### src/rtl/pipe_pkg.sv
// Shared types for the pipeline register chain: default payload width and the
// default stage record (valid bit plus payload).
package pipe_pkg;

  localparam int PIPE_DATA_WIDTH = 32;

  typedef struct packed {
    logic                       valid;
    logic [PIPE_DATA_WIDTH-1:0] data;
  } pipe_stage_t;

endpackage

### src/rtl/pipe_stage.sv
// One valid+data pipeline register. Loads clr_val_i on reset or clear and advances on en_i.
// Payload only moves together with a valid entry, so an empty advance keeps the old data.
module pipe_stage
  import pipe_pkg::*;
#(
  parameter type stage_t = pipe_stage_t
) (
  input  logic   clk,
  input  logic   rstn,
  input  logic   clr_i,
  input  stage_t clr_val_i,
  input  logic   en_i,
  input  stage_t d_i,
  output stage_t q_o
);

  stage_t stage_q;
  stage_t stage_d;

  always_comb begin
    stage_d = stage_q;
    if (en_i) begin
      stage_d.valid = d_i.valid;
      if (d_i.valid) begin
        stage_d.data = d_i.data;
      end
    end
  end

  always_ff @(posedge clk) begin
    if (!rstn || clr_i) begin
      stage_q <= clr_val_i;
    end else begin
      stage_q <= stage_d;
    end
  end

  assign q_o = stage_q;

endmodule

### src/rtl/pipe_reg_chain.sv
// DEPTH-stage valid/ready register chain with bubble collapsing, flush and occupancy count.
// Define PIPE_REG_CHAIN_SKID_EN to add a one-entry skid in front of stage 0 (registered in_ready).
module pipe_reg_chain
  import pipe_pkg::*;
#(
  parameter  int DATA_WIDTH = PIPE_DATA_WIDTH,
  parameter  int DEPTH      = 2,
  localparam int CNT_W      = $clog2(DEPTH + 2)
) (
  input  logic                  clk,
  input  logic                  rstn,
  input  logic [DATA_WIDTH-1:0] data_set,
  input  logic                  flush,
  input  logic                  in_valid,
  output logic                  in_ready,
  input  logic [DATA_WIDTH-1:0] in_data,
  output logic                  out_valid,
  input  logic                  out_ready,
  output logic [DATA_WIDTH-1:0] out_data,
  output logic [CNT_W-1:0]      occupancy
);

  typedef struct packed {
    logic                  valid;
    logic [DATA_WIDTH-1:0] data;
  } stage_t;

  stage_t           stage_q  [DEPTH];
  stage_t           stage_in [DEPTH];
  stage_t           clr_val;
  stage_t           in_head;
  stage_t           head;
  logic [DEPTH:0]   ready;
  logic [CNT_W-1:0] occ_q;
  logic [CNT_W-1:0] occ_d;
  logic             in_xfer;
  logic             out_xfer;

  assign clr_val = '{valid: 1'b0, data: data_set};
  assign in_head = '{valid: in_valid, data: in_data};

  // A stage may advance when it is empty or the stage ahead is advancing.
  always_comb begin
    ready        = '0;
    ready[DEPTH] = out_ready;
    for (int k = DEPTH - 1; k >= 0; k--) begin
      ready[k] = !stage_q[k].valid || ready[k+1];
    end
  end

`ifdef PIPE_REG_CHAIN_SKID_EN
  stage_t skid_q;
  stage_t skid_d;

  // The held skid entry drains first; new input only lands in the skid when stage 0 is blocked.
  always_comb begin
    skid_d = skid_q;
    if (skid_q.valid) begin
      if (ready[0]) begin
        skid_d.valid = 1'b0;
      end
    end else if (in_valid && !ready[0]) begin
      skid_d.valid = 1'b1;
      skid_d.data  = in_data;
    end
  end

  always_ff @(posedge clk) begin
    if (!rstn || flush) begin
      skid_q <= clr_val;
    end else begin
      skid_q <= skid_d;
    end
  end

  assign head     = skid_q.valid ? skid_q : in_head;
  assign in_ready = !skid_q.valid;
`else
  assign head     = in_head;
  assign in_ready = ready[0];
`endif

  always_comb begin
    stage_in[0] = head;
    for (int k = 1; k < DEPTH; k++) begin
      stage_in[k] = stage_q[k-1];
    end
  end

  for (genvar k = 0; k < DEPTH; k++) begin : g_stage
    pipe_stage #(
      .stage_t (stage_t)
    ) u_stage (
      .clk       (clk),
      .rstn      (rstn),
      .clr_i     (flush),
      .clr_val_i (clr_val),
      .en_i      (ready[k]),
      .d_i       (stage_in[k]),
      .q_o       (stage_q[k])
    );
  end

  assign out_valid = stage_q[DEPTH-1].valid;
  assign out_data  = stage_q[DEPTH-1].data;

  assign in_xfer  = in_valid && in_ready;
  assign out_xfer = out_valid && out_ready;

  always_comb begin
    occ_d = occ_q;
    if (in_xfer && !out_xfer) begin
      occ_d = occ_q + CNT_W'(1);
    end else if (!in_xfer && out_xfer) begin
      occ_d = occ_q - CNT_W'(1);
    end
  end

  always_ff @(posedge clk) begin
    if (!rstn || flush) begin
      occ_q <= '0;
    end else begin
      occ_q <= occ_d;
    end
  end

  assign occupancy = occ_q;

endmodule
### config.mk
export PLATFORM = sky130hd
export DESIGN_NAME = pipe_reg_chain
export DESIGN_NICKNAME = d
export VERILOG_FILES = /design/src/rtl/pipe_pkg.sv /design/src/rtl/pipe_stage.sv /design/src/rtl/pipe_reg_chain.sv
export SDC_FILE = /design/constraint.sdc
export NUM_CORES = 1
export LEC_CHECK = 0
export CAP_MARGIN = 25
export CORE_ASPECT_RATIO = 1.5
export CORE_MARGIN = 5
export CORE_UTILIZATION = 30
export DETAILED_ROUTE_END_ITERATION = 8
export HOLD_SLACK_MARGIN = 0.15
export PLACE_DENSITY = 0.59
export SLEW_MARGIN = 0
export SYNTH_ARGS = -nofsm -noshare
export SYNTH_HDL_FRONTEND = slang
export SYNTH_SLANG_ARGS = --single-unit
### constraint.sdc
create_clock -name clk -period 5.7 [get_ports clk]
set_input_delay 1.14 -clock clk [delete_from_list [all_inputs] [get_ports clk]]
set_output_delay 1.14 -clock clk [all_outputs]
set_load 0.01 [all_outputs]
[Yosys cells after proc, flatten, opt, wreduce, memory -nomap -nowiden]
Index checks and enable logic that the tools add are counted.
Word-level totals
  bits in registers: 68
  input bits: 69
  output and inout port bits: 36
  logic and storage cells: 34
Cells by class
  $add $sub $neg: 2
  muxes and demuxes: 8
  reductions and logical operators: 19
Operators by type and width (number)
  two-way mux 32 bit: 6
  nonzero test 2 bit: 5
  zero test 1 bit: 5
  logical AND 1 bit: 4
  two-way mux 2 bit: 2
  AND reduction 2 bit: 2
  logical OR 1 bit: 3
  adder 2 x 1 -> 2 bit (second input constant): 1
  subtractor 2 x 1 -> 2 bit (second input constant): 1

[Depth between registers and ports, before layout]
Gate-level depths: netlist of the first run.
  word-level depth: 8
  depth in mapped cells: 6
  mapped depth without buffers: 6

[Cells and area by module]
Synthesis of the first run repeated with hierarchy kept, for this count alone.
Second synthesis, totals
  cells, all modules: 163
  area total of the unflattened synthesis: 3264.4 um^2
Modules (own cells, without submodules)
  pipe_stage: instances 2, cells each 74, area each 1570.3 um^2, sequential area each 991.0 um^2
  pipe_reg_chain: instances 1, cells each 15, area each 123.9 um^2, sequential area each 40.0 um^2

[Least setup slack after synthesis of the first run]
OpenSTA, ideal clock, no wires.
  path kind: in2reg
  from: input port rstn
  to: register g_stage[1].u_stage.q_o[0] (netlist name)
  setup time: 389 ps
  arrival: 2300 ps
  data required time: 5311 ps
  setup slack: 3011 ps
  stages on the path: 4
  path buffers: 2
  cell sequence: nor2b_2 -> buf_4 -> buf_4 -> nand2_1
Between the ends
  cells in the longest elaborated chain, start to end: 4
  elaborated cells between the ends (all ways): 5
  those cells by class: reduce/logical: 5
Ends and longest elaborated chain
  from (decl): line pipe_reg_chain.sv:11  | input logic rstn,
  zero test 1 bit *: line pipe_stage.sv:31  | if (!rstn || clr_i) begin
  logical OR 1 bit *: line pipe_stage.sv:31
  nonzero test 2 bit (no line)
  AND reduction 2 bit (no line) *
Mark *: on every way between the ends. The rest lies on a longest branch, timed or not.
A chain may end at the register's enable or synchronous reset.

[Final worst setup path of the first run]
  from: input port out_ready
  to: output port in_ready
Between the ends
  cells in the longest elaborated chain, start to end: 2
Ends and longest elaborated chain
  from (decl): line pipe_reg_chain.sv:18  | input logic out_ready,
  logical OR 1 bit (2 in a row): line pipe_reg_chain.sv:47  | ready[k] = !stage_q[k].valid || ready[k+1];
  to (decl): line pipe_reg_chain.sv:15  | output logic in_ready,
Every way passes these cells.

==> results.md, run 1 <==
* Status: complete, no violations
* CTS Sinks at 68
* Worst setup margin at 2182 ps
* Die Y at 128.3 um
* Final std cells w/o fill at 484
* Arrival @ worst endpoint at 2380 ps
* Post-route setup TNS at 0 ps
* Max-slew violations at 0
* Critical Path Sink Type: primary output
* Mapped Cells at 260
* Yosys warnings at 0
* Area grow syn2layout at 49.91%
* WS Path Type: in -> out
* Commonest non-fill, non-tap cell in the layout: nand2_1
* Dpl cells at 468
* Die Footprint at 11400 um2
* Relative slew slack at 45.96%
* Final Critical Period at 3518 ps
* Startpoint types: input pin
* Fin crit share at 61.72%
* Max-cap violation count at 0
* Setup bufs post-CTS at 0
* Initial DRC count at 61
* Top cells by area, synth: edfxtp_1, nand2_1, dfxtp_1, buf_4, buf_2
* Worst EP required at 4560 ps
* Clock Tree Buf Depth at 2
* P per Cell Area at 302.4 nW/um2
* Post-Route WL at 6587 um
* Crit path launch: out_ready
* Via/cell ratio at 4.393
* Post-synth top area share at 68.69%
* Remaining antenna violation count at 0
* CTS Buf Count at 9
* Max FO, Critical Path at 4
* Post-synthesis cell area at 2798 um2
* DP Worst Slack at 2193 ps
* Worst slew pin tran at 810.7 ps
* Final Cell Area at 4194 um2
* Total number of vias at 2126
* Post-Route Skew at 3.411 ps
* Vias in the first global route at 2256
* RSZ-0062 raised after global routing: false
* Yosys reg bits at 68
* Reg clk slew, reported paths at 50 ps
* Share of layout cells above drive strength 1 at 4.570%
* Total global routing overflow at 0
* HP Class: reg -> reg
* Cell area after placement at 3940 um2
* Gp weighted congestion at 0.7527
* Clock Latency Late Sink at 320 ps
* CTS tree: yes
* Initial Utilization at 30.41%
* DIE WIDTH at 88.85 um
* Core area at 9200 um2
* Worst reg2reg startpoint: g_stage[1].u_stage.q_o[32]
* Max Freq at 284.2 MHz
* I/O pin total at 105
* # hold bufs at CTS at 0
* Final Hold Viols at 0
* First-pass GRT wire length at 10650 um
* Leak pwr at 1.758 nW
* Number of gates resized after cts at 0
* Final nets at 437
* Peak supply drop at 154.1 uV
* Netlist cell types at 18
* Final setup fails at 0
* H-Tree Depth at 3
* Synth Area per Inst at 10.76 um2
* Commonest cells after routing, fill and taps aside: nand2_1, clkdlybuf4s50_1, edfxtp_1
* Post-synthesis sequential area ratio at 71.56%
* Post-route DRC at 0
* Worst reg2reg setup slack at 3940 ps
* Clock root buffer: clkbuf_16
* Routed length per placed instance at 13.61 um
* Pin count of the biggest net entering global routing at 41
* DP Wirelength at 4526 um
* Mapped Nets at 330
* All-Layer GR Usage at 12.56%
* Rows at 43
* Ant. Diodes at 0
* Hold Crit Start: g_stage[0].u_stage.q_o[32]
* Most area-hungry cell type in the Yosys netlist: edfxtp_1
* Initial antenna violation count at 0
* DR pass1 iterations at 4
* I/O Buffers at 104
Yosys cell counts:
cell      count
buf_4         6
nand2_1     162
dfxtp_1       4
buf_2         4
nor2b_2       1
xor2_1        2
a21oi_2       1
inv_1         3
and2_1        1
nand3b_1      1
o21ai_0       2
ha_1          1
clkbuf_1      1
edfxtp_1     64
or3_1         1
nor2_1        2
a21oi_1       2
nand2b_1      2
layout make-up:
class                           count  area [um2]
Tap cell                          112       140.1
Clock inverter                      3       13.76
Inverter                            3       11.26
Sequential cell                    68        2002
Timing Repair Buffer              107        1064
Fill cell                         897        5006
Multi-Input combinational cell    178       723.2
Clock buffer                       13       240.2
where the power goes:
part           switching, mW  internal [mW]  total (mW)
combinational         0.0727         0.0972       0.170
sequential            0.0128          0.606       0.619
clock                  0.188          0.292       0.479
total                  0.273          0.995        1.27
kinds of logic after synthesis:
logic type	count (synthesis)	synth area share (%)
AND/OR/NAND/NOR	170	23.48
adder cells (fa/ha/maj)	1	0.4472
XOR/XNOR	2	0.6262
AO/OA/AOI/OAI	5	1.029
buffers and inverters	14	2.862
flip-flops	68	71.56
layer usage:
metal  vias up  GRT usage [%]  part of all wire (%)
li1       1056              -                     -
met1       989          13.04                    37
met2        66          21.61                    53
met3        15          2.765                   6.5
met4         0          8.986                   4.0
met5         -              0                     0
final timing paths:
path,cells past startpoint,endpoint
max,3,in_ready
min,2,g_stage[1].u_stage.q_o[32]
max reg2reg,3,g_stage[0].u_stage.q_o[10]
min reg2reg,2,g_stage[1].u_stage.q_o[32]
state kept, by name (all words and copies together) (netlist names):
| register | count |
|---|---|
| g_stage.u_stage.q_o | 66 |
| occupancy | 2 |
metrics by stage:
step	hold slack, ps	power, mW	util [%]
5_1_grt	520.3	1.323	45.59
2_1_floorplan	452.5	0.6926	-
4_1_cts	512.7	1.285	45.59
6_report	511.4	1.268	45.59
3_3_place_gp	467.2	0.7991	42.83
3_5_place_dp	499.3	0.8026	42.83
worst max-delay path, stage by stage:
cell and delay [ps]:
clkdlybuf4s50_1 520, nand3b_1 170, clkdlybuf4s50_1 550
(Power assumes the default switching activity.)
==> inputs of run 2 (changes only) <==
Settings changed: PLACE_DENSITY 0.59 to 0.61.
Clock period 5.7 ns to 3.05 ns, I/O delays scaled along.
==> run 2 against run 1 <==
Via count down 1.8%. Critical path depth unchanged. Critical endpoint unchanged. Routed wire length down 0.14%. Largest power group unchanged.
==> results.md, run 2 (synthesis gave the netlist of run 1 again) <==
* Post-Route Skew at 5.581 ps (was 3.411 ps)
* Commonest non-fill, non-tap cell in the layout: nand2_1 (unchanged)
* Clock Latency Late Sink at 330 ps (was 320 ps)
* Peak supply drop at 323.7 uV (was 154.1 uV)
* Share of layout cells above drive strength 1 at 5.867% (was 4.570%)
* Max-cap violation count at 0 (unchanged)
* Reg2Reg Capture Point: occupancy[1] (was g_stage[0].u_stage.q_o[10])
* HP Class: reg -> reg (unchanged)
* Dpl cells at 471 (was 468)
* Post-route setup TNS at 0 ps (unchanged)
* Worst reg2reg setup slack at 1400 ps (was 3940 ps)
* Critical Path Sink Type: primary output (unchanged)
* P per Cell Area at 573.6 nW/um2 (was 302.4 nW/um2)
* Clock Tree Buf Depth at 2 (unchanged)
* Relative slew slack at 70.45% (was 45.96%)
* WS Path Type: in -> out (unchanged)
* Final setup fails at 0 (unchanged)
* First-pass GRT wire length at 10130 um (was 10650 um)
* Hold Crit Start: g_stage[0].u_stage.q_o[32] (unchanged)
* Total global routing overflow at 0 (unchanged)
* DP Wirelength at 4820 um (was 4526 um)
* Max FO, Critical Path at 4 (unchanged)
* Hold Path Cell Cnt at 2 (unchanged)
* Max-slew violations at 0 (unchanged)
* Ant. Diodes at 0 (unchanged)
* Status: complete, no violations (unchanged)
* Final nets at 440 (was 437)
* Via/cell ratio at 4.287 (was 4.393)
* Reg2reg path depth at 5 (was 3)
* Worst reg2reg startpoint: g_stage[1].u_stage.q_o[32] (unchanged)
* Post-Route WL at 6578 um (was 6587 um)
* Reg clk slew, reported paths at 50 ps (about the same)
* Post-route DRC at 0 (unchanged)
* All-Layer GR Usage at 12.17% (was 12.56%)
* Final Critical Period at 2435 ps
* DR pass1 iterations at 4 (unchanged)
* CTS tree: yes (unchanged)
* Initial antenna violation count at 0 (unchanged)
* Fin crit share at 79.85%
* DIE WIDTH at 88.85 um (unchanged)
* I/O Buffers at 104 (unchanged)
* Area grow syn2layout at 52.19% (was 49.91%)
* Startpoint types: input pin (unchanged)
* DP Worst Slack at 622.8 ps (was 2193 ps)
* # hold bufs at CTS at 0 (unchanged)
* Routed length per placed instance at 13.51 um (was 13.61 um)
* Worst slew pin tran at 443.3 ps (was 810.7 ps)
* Max Freq at 410.6 MHz
* Arrival @ worst endpoint at 1830 ps (was 2380 ps)
* Core area at 9200 um2 (unchanged)
* Rows at 43 (unchanged)
* Gp weighted congestion at 0.7141 (was 0.7527)
* Final Hold Viols at 0 (unchanged)
* Filler instances at 884 (was 897)
* Area of the multi-input gates at 723.2 um2 (unchanged)
* Die Y at 128.3 um (unchanged)
* Worst setup margin at 614.6 ps (was 2182 ps)
* FF/Latch Area at 2002 um2 (unchanged)
* Max FFs per register at 66 (unchanged)
* Pin count of the biggest net entering global routing at 37 (was 41)
* Commonest cells after routing, fill and taps aside: nand2_1, clkdlybuf4s50_1, edfxtp_1 (unchanged)
* I/O pin total at 105 (unchanged)
* Die Footprint at 11400 um2 (unchanged)
* RSZ-0062 raised after global routing: false (unchanged)
* Initial DRC count at 85 (was 61)
* Leak pwr at 1.793 nW (was 1.758 nW)
* CTS Buf Count at 9 (unchanged)
* Worst EP required at 2440 ps (was 4560 ps)
* Total number of vias at 2088 (was 2126)
* Setup bufs post-CTS at 0 (unchanged)
* Vias in the first global route at 2148 (was 2256)
* Clock root buffer: clkbuf_16 (unchanged)
* H-Tree Depth at 3 (unchanged)
* Number of gates resized after cts at 0 (unchanged)
* CTS Sinks at 68 (unchanged)
* Final std cells w/o fill at 487 (was 484)
* Min Hold Slack at 498.8 ps (was 511.4 ps)
* Remaining antenna violation count at 0 (unchanged)
* Worst Hold End: g_stage[1].u_stage.q_o[32] (unchanged)
* Initial Utilization at 30.41% (unchanged)
==> run 2: worst max path at each step <==
stage	start	end	slack, ps	cells past startpoint
6_report	out_ready	in_ready	610	3
2_1_floorplan	rstn	g_stage[1].u_stage.q_o[0]	890	4
3_5_place_dp	out_ready	in_ready	620	3
5_1_grt	out_ready	in_ready	560	3
3_3_place_gp	out_ready	in_ready	630	3
4_1_cts	out_ready	in_ready	620	3
==> run 2: worst max-delay path: stages <==
cell             delay [ps]
clkdlybuf4s50_1         500
nand3b_1                160
clkdlybuf4s50_1         550
==> run 2: routing by layer <==
layer	vias up	share of wire (%)	global-route usage [%]
met5	-	0	0
met4	0	2.3	6.940
met3	9	6.5	3.601
met2	51	54	21.57
met1	960	37	12.27
li1	1068	-	-
==> run 2: area by class of cell <==
type / instances / area share, %
clock buffers: 15 / 6.524
clock inverters: 1 / 0.1175
inverters: 3 / 0.2645
multi-input cells: 178 / 16.99
flip-flops and latches: 68 / 47.02
well taps: 112 / 3.291
repair buffers: 110 / 25.80
==> run 2: metrics by stage <==
stage                     util (%)  total power [mW]  cell area, um2
after floorplan                  -             1.294            2798
after global placement       43.21             1.502            3975
after detailed placement     43.21             1.508            3975
after CTS                    46.28             2.478            4258
after global routing         46.28             2.540            4258
final                        46.28             2.442            4258
==> run 2: power by group <==
part / internal [mW] / switching [mW] / total (mW)
Combinational: 0.186 / 0.139 / 0.324
Clock: 0.616 / 0.344 / 0.960
Sequential: 1.13 / 0.0247 / 1.16
